<file path="src/rtl/hski2c_target.sv">
// I2C target answering one 7-bit address, exposing a 256x8 register space over read/write strobes.
// Pads are synchronized and glitch-filtered in wb_clk_i; SDA is driven open-drain and SCL is never stretched.
module hski2c_target #(
  parameter logic [6:0] I2C_ADDR   = 7'h48,
  parameter int         FILTER_LEN = 3
) (
  input  logic       wb_clk_i,
  input  logic       wb_rst_n_i,
  input  logic       scl_i,
  input  logic       sda_i,
  output logic       sda_oe_o,
  output logic [7:0] reg_addr_o,
  output logic [7:0] reg_wdata_o,
  output logic       reg_wr_o,
  output logic       reg_rd_o,
  input  logic [7:0] reg_rdata_i,
  output logic       busy_o
);

  localparam int CW = $clog2(FILTER_LEN + 1);

  localparam logic [3:0] IDLE     = 4'd0;
  localparam logic [3:0] ADDR     = 4'd1;
  localparam logic [3:0] ADDR_ACK = 4'd2;
  localparam logic [3:0] PTR      = 4'd3;
  localparam logic [3:0] PTR_ACK  = 4'd4;
  localparam logic [3:0] WR       = 4'd5;
  localparam logic [3:0] WR_ACK   = 4'd6;
  localparam logic [3:0] RD       = 4'd7;
  localparam logic [3:0] RD_ACK   = 4'd8;

  // Index 0 is SCL, index 1 is SDA throughout the input path.
  logic [1:0]         sync1, sync2, flt, flt_d;
  logic [1:0][CW-1:0] cnt;

  always_ff @(posedge wb_clk_i) begin
    if (!wb_rst_n_i) begin
      sync1 <= 2'b11;
      sync2 <= 2'b11;
      flt   <= 2'b11;
      flt_d <= 2'b11;
      cnt   <= '0;
    end else begin
      sync1 <= {sda_i, scl_i};
      sync2 <= sync1;
      flt_d <= flt;
      for (int i = 0; i < 2; i++) begin
        if (sync2[i] == flt[i]) begin
          cnt[i] <= '0;
        end else if (cnt[i] == CW'(FILTER_LEN - 1)) begin
          flt[i] <= sync2[i];
          cnt[i] <= '0;
        end else begin
          cnt[i] <= cnt[i] + 1'b1;
        end
      end
    end
  end

  logic scl_f, sda_f, scl_rise, scl_fall, start_det, stop_det;
  assign scl_f     = flt[0];
  assign sda_f     = flt[1];
  assign scl_rise  = flt[0] & ~flt_d[0];
  assign scl_fall  = ~flt[0] & flt_d[0];
  assign start_det = ~flt[1] & flt_d[1] & scl_f & flt_d[0];
  assign stop_det  = flt[1] & ~flt_d[1] & scl_f & flt_d[0];

  logic [3:0] state;
  logic [3:0] bit_cnt;
  logic [7:0] sh;
  logic       rw;
  logic       ack_drv;
  logic [7:0] byte_nxt;
  assign byte_nxt = {sh[6:0], sda_f};

  always_ff @(posedge wb_clk_i) begin
    if (!wb_rst_n_i) begin
      state       <= IDLE;
      bit_cnt     <= 4'd0;
      sh          <= 8'h00;
      rw          <= 1'b0;
      ack_drv     <= 1'b0;
      sda_oe_o    <= 1'b0;
      reg_addr_o  <= 8'h00;
      reg_wdata_o <= 8'h00;
      reg_wr_o    <= 1'b0;
      reg_rd_o    <= 1'b0;
      busy_o      <= 1'b0;
    end else begin
      reg_wr_o <= 1'b0;
      reg_rd_o <= 1'b0;
      if (reg_wr_o) reg_addr_o <= reg_addr_o + 8'd1;
      if (start_det) begin
        state    <= ADDR;
        bit_cnt  <= 4'd0;
        sda_oe_o <= 1'b0;
        ack_drv  <= 1'b0;
      end else if (stop_det) begin
        state    <= IDLE;
        bit_cnt  <= 4'd0;
        sda_oe_o <= 1'b0;
        ack_drv  <= 1'b0;
        busy_o   <= 1'b0;
      end else begin
        case (state)
          ADDR, PTR, WR: begin
            if (scl_rise) begin
              sh      <= byte_nxt;
              bit_cnt <= bit_cnt + 4'd1;
              if (bit_cnt == 4'd7) begin
                bit_cnt <= 4'd0;
                case (state)
                  ADDR: begin
                    if (byte_nxt[7:1] == I2C_ADDR) begin
                      state  <= ADDR_ACK;
                      busy_o <= 1'b1;
                      rw     <= byte_nxt[0];
                    end else begin
                      state  <= IDLE;
                      busy_o <= 1'b0;
                    end
                  end
                  PTR: begin
                    reg_addr_o <= byte_nxt;
                    state      <= PTR_ACK;
                  end
                  default: begin
                    reg_wdata_o <= byte_nxt;
                    reg_wr_o    <= 1'b1;
                    state       <= WR_ACK;
                  end
                endcase
              end
            end
          end
          ADDR_ACK, PTR_ACK, WR_ACK: begin
            // First falling edge starts driving ACK, the second one ends it.
            if (scl_fall) begin
              if (!ack_drv) begin
                sda_oe_o <= 1'b1;
                ack_drv  <= 1'b1;
              end else begin
                sda_oe_o <= 1'b0;
                ack_drv  <= 1'b0;
                if (state == ADDR_ACK) begin
                  if (rw) begin
                    state    <= RD;
                    reg_rd_o <= 1'b1;
                  end else begin
                    state <= PTR;
                  end
                end else begin
                  state <= WR;
                end
              end
            end
          end
          RD: begin
            if (reg_rd_o) begin
              sh       <= reg_rdata_i;
              sda_oe_o <= ~reg_rdata_i[7];
            end else if (scl_rise) begin
              bit_cnt <= bit_cnt + 4'd1;
            end else if (scl_fall) begin
              if (bit_cnt == 4'd8) begin
                sda_oe_o <= 1'b0;
                bit_cnt  <= 4'd0;
                state    <= RD_ACK;
              end else begin
                sh       <= {sh[6:0], 1'b0};
                sda_oe_o <= ~sh[6];
              end
            end
          end
          RD_ACK: begin
            if (scl_rise) begin
              if (!sda_f) begin
                reg_addr_o <= reg_addr_o + 8'd1;
              end else begin
                state  <= IDLE;
                busy_o <= 1'b0;
              end
            end else if (scl_fall) begin
              reg_rd_o <= 1'b1;
              state    <= RD;
            end
          end
          default: ;
        endcase
      end
    end
  end

endmodule

</file>
<file path="config.mk">
export PLATFORM = sky130hd
export DESIGN_NAME = hski2c_target
export DESIGN_NICKNAME = d
export VERILOG_FILES = /design/src/rtl/hski2c_target.sv
export SDC_FILE = /design/constraint.sdc
export NUM_CORES = 1
export LEC_CHECK = 0
export ABC_AREA = 1
export BUFFER_PORTS_ARGS = -buffer_cell sky130_fd_sc_hd__buf_2
export CORE_MARGIN = 2
export CORE_UTILIZATION = 30
export DETAILED_ROUTE_END_ITERATION = 6
export PLACE_DENSITY = 0.44
export SLEW_MARGIN = 20
export SYNTH_ARGS = -nofsm -noshare
export SYNTH_HDL_FRONTEND = slang
export SYNTH_SLANG_ARGS = --single-unit
</file>
<file path="constraint.sdc">
create_clock -name wb_clk_i -period 1.8 [get_ports wb_clk_i]
set_input_delay 0.36 -clock wb_clk_i [delete_from_list [all_inputs] [get_ports wb_clk_i]]
set_output_delay 0.36 -clock wb_clk_i [all_outputs]
set_load 0.02 [all_outputs]
</file>
Yosys cells after proc, flatten, opt, wreduce, memory -nomap -nowiden. Index checks and enable logic that the tools add are counted.

Register bits after elaboration: 49. Input bits: 12. Output and inout bits: 20.

Add/subtract/negate cells: 4. Equal/unequal tests: 45. Mux-type cells: 63. Bitwise operators: 23. Reductions and logical operators: 23.

Operators with widths (count): 4-bit two-way mux (18); 8-bit two-way mux (8); 3-bit inequality test, second input constant (12); 7-bit two-way mux (5); 4-bit inequality test, second input constant (8); 1-bit two-way mux (22); 11-bit AND reduction (2); 7-bit AND reduction (3); 4-bit by 3-bit equality test with 1-bit output, second input constant (5); 2-bit inequality test, second input constant (8); 4-bit case mux with 2 select lines (2); 4-bit case mux with 4 select lines (1); 8-bit case mux with 2 select lines (1); 1-bit NOT (15); 3-bit OR reduction (5); 7-bit case mux with 2 select lines (1); 5-bit inequality test, second input constant (2); 8-bit by 1-bit adder with 8-bit output, second input constant (1); 1-bit bitwise AND (8); 4-bit by 2-bit equality test with 1-bit output, second input constant (2); 4-bit equality test, second input constant (2); 7-bit equality test, second input constant (1); 1-bit case mux with 2 select lines (3); 2-bit AND reduction (3); other kinds (16) (20).

Depth between registers and ports, before layout.
Depth after elaboration: 8. Depth in mapped cells: 13.

Worst setup path before layout. No wires, ideal clock.

Path kind: register to register. From: register flt[0]. To: register reg_addr_o[7]. Setup time: 0.119 ns. Arrival: 1.601 ns. Data required time: 1.681 ns. Path slack: 0.080 ns. Cell stages (with the launch flop): 9. Period minus slack after synthesis: 1.720 ns. Cells stage by stage: dfxtp_1 ha_1 inv_1 nor2_1 nand2_1 a22oi_1 nor2_1 o21ai_0 nand2_1.

Cells in the longest elaborated chain, start to end: 5. Elaborated cells between the ends (all ways): 10.

RTL lines: from (decl) (line 33) `logic [1:0] sync1, sync2, flt, flt_d;`; from (signal, indexed assignment) (line 51) `flt[i] <= sync2[i];`; 1-bit bitwise AND (line 63) `assign scl_rise = flt[0] & ~flt_d[0];`; 8-bit two-way mux, on equally long branches (line 176, 107); 8-bit case mux with 2 select lines (line 105) `case (state)`; 8-bit two-way mux (line 98) `end else if (stop_det) begin`; 8-bit two-way mux * (line 93) `if (start_det) begin`; to (signal assigned) (line 92) `if (reg_wr_o) reg_addr_o <= reg_addr_o + 8'd1;`; to (signal assigned) (line 124) `reg_addr_o <= byte_nxt;`; to (signal assigned) (line 178) `reg_addr_o <= reg_addr_o + 8'd1;`; to (decl) (line 12) `output logic [7:0] reg_addr_o,`.

Every way passes the cells marked *; elsewhere a longest branch is shown, timed or not. A chain may end at the register's enable or synchronous reset.

Final worst setup path.
From: register bit_cnt[0]. To: register reg_wdata_o[7].

Cells in the longest elaborated chain, start to end: 2.

RTL lines: from (decl) (line 69) `logic [3:0] bit_cnt;`; from (signal assigned) (line 109) `bit_cnt <= bit_cnt + 4'd1;`; from (signal assigned) (line 163) `bit_cnt <= bit_cnt + 4'd1;`; 4-bit by 3-bit equality test with 1-bit output (line 110) `if (bit_cnt == 4'd7) begin`; 6-bit AND reduction (no source line); to (signal assigned) (line 128) `reg_wdata_o <= byte_nxt;`; to (decl) (line 13) `output logic [7:0] reg_wdata_o,`.

Every way passes these cells.

==> results.json <==
{
  "grt_antenna_before_repair": 0,
  "critical_path_required_ns": 2.00,
  "numClockSinks": 49,
  "worst_pin_slew_ns": 0.552,
  "drive_gt1_frac": 0.250,
  "fin_cells": 680,
  "dp_hpwl_um": 6890,
  "yosysWarningCount": 0,
  "p_int_w": 0.00217,
  "fin_area_um2": 3820,
  "p_switching_w": 0.00130,
  "die_area_um2": 10700,
  "io_buffer_count": 31,
  "fmax_ghz": 0.582,
  "totalNegativeSetupSlack_ns": 0,
  "nFillCells": 1080,
  "seq_area_frac_synth": 0.332,
  "grt_pass1_vias": 2782,
  "cp_common_cell": "buf_4",
  "relSlewSlack": 0.631,
  "hold_class": "in -> reg",
  "min_period_over_period": 0.955,
  "root_buffer": "clkbuf_8",
  "clock_skew_ns": 0.00907,
  "grt_first_pass_wirelength_um": 13900,
  "critical_path_class": "reg -> reg",
  "syn_avg_cell_area_um2": 6.34,
  "cts_hold_buf": 0,
  "vdd_ir_drop_max_mv": 0.347,
  "wirelength_um": 9050,
  "post-route-util": 0.395,
  "pin_count": 32,
  "critical_path_arrival_ns": 1.92,
  "postRouteAntennaNets": 0,
  "track_usage": 0.168,
  "drt-wirelength-per-cell_um": 13.3,
  "fp.dieW_um": 103,
  "syn-cell-area_um2": 2960,
  "cts_max_level": 2,
  "setup_viol": 0,
  "crit_path_max_incr_delay_ns": 0.38,
  "path_cells": "ha_2 > nand3_4 > nor2_2 > buf_4 > nand4_1 > buf_4 > buf_2 > o21ai_0 > a21oi_1",
  "clockBufferDepth": 2,
  "seq_area_um2": 993,
  "antenna_cells": 0,
  "final_max_slew_viol_count": 0,
  "cp-start-kind": "flop",
  "hold_viol_final": 0,
  "powerDensity_nw_per_um2": 909,
  "cts_tree": "yes",
  "drt_iter0_markers": 152,
  "avgViaCountPerCell": 4.70,
  "grt_max_degree": 22,
  "route.detailed.drc": 0,
  "clk_pin_slew_ns": 0.10,
  "gp_congestion": 0.929,
  "status": "completed",
  "cts_made_buffers": 5,
  "drtPass1Iterations": 5,
  "r2r_slack_ns": 0.08,
  "vias": 3193,
  "multi_input_area_um2": 1780,
  "dpl_cell_area_um2": 3560,
  "crit_fanout": 5,
  "cp_slowest_cell": "dfxtp_2",
  "max_cap_viol_count": 0,
  "layout_common_cells": "nand2_1 (128), nor2_1 (57), inv_1 (52), buf_4 (44), dfxtp_1 (39)",
  "ys_seq_elements": 49,
  "layout_commonest_cell": "nand2_1",
  "coreArea_um2": 9680,
  "syn_to_final_growth_pct": 29.1,
  "p_total_w": 0.00347,
  "critPathCaptureType": "flop",
  "clk_latency_ns": 0.31,
  "grt.overflow.total": 0,
  "clkPwrFrac": 0.239,
  "placedCellCount": 664,
  "fp-row-count": 36,
  "comb_power_share": 0.384,
  "period_minus_slack_ns": 1.72,
  "switching_share": 0.374,
  "start_util": 0.306,
  "die_h_um": 103,
  "synthCells": 467,
  "syn_nets": 487,
  "nNetsFinal": 566,
  "p_leak_nw": 1.79,
  "power.share.sequential": 0.377,
  "synth.distinct_cells": 31
}
[metal layers]
layer / vias up / part of all wire / track usage
li1: 1659 / - / -
met1: 1465 / 0.48 / 0.224
met3: 12 / 0.032 / 0.0282
met4: 0 / 0.017 / 0.0516
met2: 57 / 0.47 / 0.278
met5: - / 0 / 0
[Yosys cell counts, drive strengths merged]
cell	instances	area, µm²
inv	57	214
o211ai	3	22.5
xnor2	1	8.76
o21ai	39	195
buf	7	47.5
nand3	40	215
ha	8	100
o22ai	4	25.0
a21oi	27	135
nand4	7	43.8
nor2	66	278
o31ai	1	7.51
clkbuf	3	11.3
nor3	6	41.3
dfxtp	49	981
nand2	135	524
a32o	1	10.0
xor2	5	43.8
a211oi	1	7.51
nor3b	1	7.51
or2	4	25.0
a22oi	1	7.51
o21bai	1	7.51
[repair_timing]
item	in CTS	in global routing
gates cloned	0	2
setup endpoints to repair	8	33
gates resized for setup	2	37
buffers inserted	0	6
pin swaps	0	4
[state kept, by name (all words and copies together) (netlist names)]
signal,cells
reg_wdata_o,8
flt_d,2
flt,2
ack_drv,1
sync1,2
cnt,4
sync2,2
reg_addr_o,8
state,4
reg_rd_o,1
sh,7
rw,1
reg_wr_o,1
sda_oe_o,1
bit_cnt,4
busy_o,1
[power groups by stage]
stage	combinational, W	sequential [W]	clock (W)
2_1_floorplan	0.000787	0.00130	0
3_3_place_gp	0.00123	0.00132	0
3_5_place_dp	0.00123	0.00132	0
4_1_cts	0.00124	0.00129	0.000858
5_1_grt	0.00151	0.00133	0.000897
6_report	0.00133	0.00131	0.000830
[layout make-up]
type                            instances  share of cell area
Clock buffer                            6              0.0190
Tap cell                              133              0.0435
Timing Repair Buffer                   82               0.147
Multi-Input combinational cell        351               0.465
Clock inverter                          2              0.0102
Inverter                               57              0.0560
Sequential cell                        49               0.260
[path summary, 6_finish.rpt]
check / endpoint / from / cells after the start
max reg2reg: reg_wdata_o[7] / bit_cnt[0] / 9
min: sync1[0] / scl_i / 2
min reg2reg: cnt[0] / cnt[0] / 1
max: reg_wdata_o[7] / bit_cnt[0] / 9
[worst max-delay path: cells and delay by family (launching register included)]
kind                       cells  cell delay, ns
AOI/OAI and AO/OA              2            0.21
adders and majority gates      1            0.23
buffers and inverters          3            0.47
DFF                            1            0.38
and+or+nand+nor                3            0.32
[cell families (layout without fill, tap and decap cells)]
| family | after synthesis | after routing | synth area share |
|---|---|---|---|
| compound gates | 78 | 78 | 0.141 |
| xor+xnor | 6 | 6 | 0.0178 |
| fa+ha+maj | 8 | 8 | 0.0338 |
| buf+inv | 67 | 147 | 0.0922 |
| flops | 49 | 49 | 0.332 |
| simple gates | 259 | 259 | 0.384 |
[per-stage QoR]
stage                     hold slack, ns  setup WS (ns)
after global placement             0.396        -0.0301
after detailed placement           0.400        -0.0153
after floorplan                    0.393         0.0804
after CTS                          0.217        0.00278
after global routing               0.220        -0.0111
final                              0.230         0.0819
No activity file was read; power rests on OpenSTA's default activity.
